`config.mk`:
```
export PLATFORM = sky130hd
export DESIGN_NAME = store_merge_unit
export DESIGN_NICKNAME = d
export VERILOG_FILES = /design/src/rtl/store_merge_unit.sv
export SDC_FILE = /design/constraint.sdc
export NUM_CORES = 1
export LEC_CHECK = 0
export ABC_CLOCK_PERIOD_IN_PS = 3600
export CAP_MARGIN = 15
export CORE_UTILIZATION = 30
export CTS_BUF_LIST = sky130_fd_sc_hd__clkbuf_4 sky130_fd_sc_hd__clkbuf_8
export DETAILED_ROUTE_END_ITERATION = 12
export MAX_ROUTING_LAYER = met4
export PLACE_DENSITY = 0.69
export SYNTH_ARGS = -nofsm -noshare
export SYNTH_HDL_FRONTEND = slang
export SYNTH_SLANG_ARGS = --single-unit
```
`constraint.sdc`:
```
create_clock -name clk -period 3.6 [get_ports clk]
set_clock_uncertainty 0.05 [all_clocks]
set_input_delay 0.72 -clock clk [delete_from_list [all_inputs] [get_ports clk]]
set_output_delay 0.72 -clock clk [all_outputs]
set_load 0.02 [all_outputs]
```
`src/rtl/store_merge_unit.sv`:
```
// Store path from the datapath to a word-only data memory: sb/sh use read-modify-write, sw writes directly.
// Optional feature macro: MISALIGN_TRAP_EN, which traps misaligned half/word stores instead of forcing alignment.
module store_merge_unit #(
  parameter int ADDR_W = 32
) (
  input  logic              clk,
  input  logic              reset_n,
  input  logic              req_valid,
  output logic              req_ready,
  input  logic [ADDR_W-1:0] req_addr,
  input  logic [31:0]       req_wdata,
  input  logic [1:0]        req_size,
  output logic              done,
  output logic              misaligned,
  output logic [ADDR_W-1:0] mem_addr,
  output logic              mem_rd,
  output logic              mem_wr,
  output logic [31:0]       mem_wdata,
  input  logic [31:0]       mem_rdata,
  input  logic              mem_ack
);

  typedef enum logic [1:0] {IDLE, READ, WRITE, DONE} state_t;

  state_t            state_q, state_d;
  logic [ADDR_W-1:0] addr_q;
  logic [1:0]        lane_q;
  logic              byte_q;
  logic [15:0]       data_q;
  logic [31:0]       buf_q;
  logic [31:0]       merged;
  logic              accept;
  logic              is_word;
  logic              mis_req;
  logic [1:0]        lane;

  assign accept  = req_valid && (state_q == IDLE);
  assign is_word = req_size[1];

  // Halfwords only look at addr[1] and words at no low bits, so a misaligned
  // request without the trap lands on the naturally aligned lane.
  always_comb begin
    lane = 2'b00;
    if (req_size == 2'b00)      lane = req_addr[1:0];
    else if (req_size == 2'b01) lane = {req_addr[1], 1'b0};
  end

`ifdef MISALIGN_TRAP_EN
  logic mis_q;
  assign mis_req    = ((req_size == 2'b01) && req_addr[0]) || (is_word && (req_addr[1:0] != 2'b00));
  assign misaligned = (state_q == DONE) && mis_q;
`else
  assign mis_req    = 1'b0;
  assign misaligned = 1'b0;
`endif

  assign req_ready = (state_q == IDLE);
  assign mem_rd    = (state_q == READ);
  assign mem_wr    = (state_q == WRITE);
  assign done      = (state_q == DONE);
  assign mem_addr  = addr_q;
  assign mem_wdata = buf_q;

  // NOTE: every signal written in a combinational block gets a default first,
  // so no path through the case/if can leave it unassigned and infer a latch.
  always_comb begin
    merged = mem_rdata;
    if (byte_q) merged[{lane_q, 3'b000} +: 8]        = data_q[7:0];
    else        merged[{lane_q[1], 4'b0000} +: 16]   = data_q;
  end

  always_comb begin
    state_d = state_q;
    case (state_q)
      IDLE: begin
        if (accept) begin
          if (mis_req)      state_d = DONE;
          else if (is_word) state_d = WRITE;
          else              state_d = READ;
        end
      end
      READ:    if (mem_ack) state_d = WRITE;
      WRITE:   if (mem_ack) state_d = DONE;
      DONE:    state_d = IDLE;
      default: state_d = IDLE;
    endcase
  end

  // NOTE: sequential state uses non-blocking assignments so every register
  // samples the pre-edge values regardless of statement order.
  always_ff @(posedge clk or negedge reset_n) begin
    if (!reset_n) begin
      state_q <= IDLE;
      addr_q  <= '0;
      lane_q  <= 2'b00;
      byte_q  <= 1'b0;
      data_q  <= '0;
      buf_q   <= '0;
    end else begin
      state_q <= state_d;
      if (accept) begin
        addr_q <= {req_addr[ADDR_W-1:2], 2'b00};
        lane_q <= lane;
        byte_q <= (req_size == 2'b00);
        data_q <= req_wdata[15:0];
        buf_q  <= req_wdata;
      end else if ((state_q == READ) && mem_ack) begin
        buf_q <= merged;
      end
    end
  end

`ifdef MISALIGN_TRAP_EN
  always_ff @(posedge clk or negedge reset_n) begin
    if (!reset_n)    mis_q <= 1'b0;
    else if (accept) mis_q <= mis_req;
  end
`endif

endmodule

```
==> metrics.md <==
| Metric | Value |
|---|---|
| Status | `finished, violations left` |
| Failing checks | `design-rule violations` |
| Port bufs | `167` |
| Diodes inserted | `0` |
| Synthesized area per cell | `8.644 sq um` |
| Vias in the first global route | `4510` |
| Post-CTS setup buffers | `0` |
| Worst Slack Setup Final | `0.9646 ns` |
| Synth warn | `0` |
| Synth Cell Area | `0.004529 sq mm` |
| Total of fill cells in the finished design | `1450` |
| First-pass GRT wire length | `23650 um` |
| Core ar. | `0.01464 sq mm` |
| Crit Path Category | `register to register` |
| Antenna viol nets, final | `0` |
| Slew margin rel. | `37.59%` |
| DRC | `20` |
| Total grt overflow | `0` |
| Hold_buf cts | `0` |
| Final setup violation count | `0` |
| RSZ-0062 raised after global routing | `false` |
| TritonRoute pass-1 iters | `9` |
| Count of different cell masters after synthesis | `42` |
| Via density | `5.134` |
| Pre-CTS WS | `0.8077 ns` |
| Ranking of synthesized cells by area | `dfrtp_1 46%, nand2_1 14%, mux2i_1 3.8%` |
| Global-route usage over all layers | `20.04%` |
| Share of the yosys chip area belonging to registers | `45.86%` |
| Area leader, netlist | `dfrtp_1` |
| Worst-path clk slew | `0.08 ns` |
| Die W | `124.9 um` |
| Number of synthesized flops with an enable pin | `0` |
| Clock sink count | `83` |
| Clock latency on the worst-skew pair | `0.37 ns` |
| Hpwl dp | `10940 um` |
| Startpoint Class | `register` |
| Max-slew violations | `0` |
| Post-place instance area | `0.006280 sq mm` |
| Setup crit end kind | `register` |
| Post-route cell area | `0.006524 sq mm` |
| Die Y | `124.9 um` |
| Largest net degree at the start of global routing | `84` |
| Seq cells post-synth | `83` |
| Worst r2r src | `lane_q[0]$_DFFE_PN0P_` |
| Root Driver | `clkbuf_8` |
| Critical Path Fanout Max | `16` |
| Layout cells sized above 1 | `5.596%` |
| Hold Crit Class | `input port to asynchronous set/reset pin` |
| Max cap viols | `0` |
| Post-Syn Instances | `524` |
| Share of flip-flops with an asynchronous set or reset | `100.0%` |
| Initial Util | `30.93%` |
| Final-stage net count | `786` |
| Die area | `0.01559 sq mm` |
| Final Hold Viols | `0` |
| Leakage power | `2.800 nW` |
| Slew @ Worst Pin | `0.9362 ns` |
| H-tree levels | `3` |
| CP startpoint | `lane_q[0]$_DFFE_PN0P_` |
| Area delta synth->final | `44.03%` |
| Area share of the largest cell type after synthesis | `45.86%` |
| Top_reg_cell synth | `dfrtp_1` |
| Hold slack | `0.2511 ns` |
| Final TNS setup | `0 ns` |
| FMAX | `379.4 MHz` |
| Ports | `171` |
| CTS Buffer Depth | `2` |
| Row cnt | `44` |
| Inserted Clock Buffers | `9` |
| Initial DRC count | `262` |
| CTS tree | `done` |
| Final Cycle Share | `73.21%` |
| WL per Instance | `17.29 um` |
| Worst Path Required | `3.82 ns` |
| Initial antenna violation count | `0` |
| VDD IR max | `0.0004313 V` |
| Routability congestion estimate | `0.8222` |
| Cell Pwr Density | `835.7 mW/mm^2` |
| CTS resizes | `0` |
| Vias after detailed routing | `4431` |
| Routed wire length | `14920 um` |
| Critical path arrival | `2.85 ns` |
| Final Critical Period | `2.635 ns` |
[final timing paths]
path                                                   to  slack (ns)  cells past startpoint
worst max-delay path            mem_wdata[17]$_DFFE_PN0P_        0.96                      6
worst min-delay path            mem_wdata[16]$_DFFE_PN0P_        0.25                      1
worst max register to register  mem_wdata[17]$_DFFE_PN0P_        0.96                      6
worst min register to register    mem_addr[9]$_DFFE_PN0P_        0.43                      2
max in group asynchronous        mem_addr[13]$_DFFE_PN0P_        2.63                      2
min in group clk                  mem_addr[9]$_DFFE_PN0P_        0.43                      2
[synthesized netlist by cell type, types with 3 or more instances]
cell type,n
o22a_1,10
and2_2,3
o22ai_1,17
a211oi_1,11
nand2_1,165
o221ai_1,6
buf_2,4
clkbuf_8,4
ha_1,9
clkbuf_1,23
a32oi_1,5
a221oi_1,15
mux2i_1,17
nor2_1,29
dfrtp_1,83
o31ai_1,11
o21a_1,5
nand3_1,10
nor2b_1,7
buf_4,4
a21oi_1,29
mux2_2,6
o21ai_0,15
inv_1,14
[critical path, cell delays in order, from the launching register on]
cell and delay, ns:
dfrtp_1 0.66, inv_1 0.19, ha_1 0.41, or3b_1 0.53
nor3_4 0.27, a221oi_1 0.13, o31ai_1 0.30
[cells by family after synthesis]
kind of cell / count (synthesis) / share of synthesized area [%]
simple gates: 232 / 21.80
compound gates: 125 / 18.81
flops: 83 / 45.86
buf+inv: 51 / 5.718
mux: 23 / 5.248
fa+ha+maj: 9 / 2.486
other cells: 1 / 0.08279
[sequential cells by signal, summed over array words and instances (netlist names)]
register,cells
mem_addr,30
mem_wdata,32
lane_q,2
byte_q,1
state_q,2
data_q,16
[report_power, final]
| group | switching (mW) | internal [mW] | total (mW) |
|---|---|---|---|
| Combinational | 1.66 | 1.31 | 2.97 |
| Clock | 0.335 | 0.401 | 0.736 |
| Sequential | 0.380 | 1.37 | 1.75 |
[layout make-up]
class | instances | area, sq um | area share (%)
clock inverter | 1 | 30.03 | 0.4603
inverter | 15 | 56.30 | 0.8631
timing repair buffer | 174 | 1742 | 26.70
sequential | 83 | 2077 | 31.84
multi-input combinational | 392 | 2202 | 33.76
tap | 184 | 230.2 | 3.529
clock buffer | 14 | 186.4 | 2.858
[metal layers]
| layer | wire length (um) | vias up | track usage [%] |
|---|---|---|---|
| li1 | - | 2113 | - |
| met1 | 6648 | 2125 | 26.31 |
| met2 | 7012 | 176 | 30.77 |
| met3 | 1001 | 17 | 3.737 |
| met4 | 259 | 0 | 7.461 |
| met5 | 0 | - | - |
[layout by cell type, fill, tap and decap left out, drive strengths merged, types with 15 or more instances in the layout]
| cell | n |
|---|---|
| a21oi | 29 |
| a221oi | 15 |
| clkdlybuf4s50 | 166 |
| dfrtp | 83 |
| mux2i | 17 |
| nand2 | 166 |
| nor2 | 29 |
| o21ai | 15 |
| o22ai | 17 |
[stage by stage]
step	instances	util [%]	power, mW
finish	863	44.55	5.452
global route	863	44.55	5.846
CTS	862	44.36	5.479
detailed placement	847	42.88	4.718
global placement	847	42.88	4.629
floorplan	526	-	3.493
Note: power is estimated with default switching activity, not from simulation.
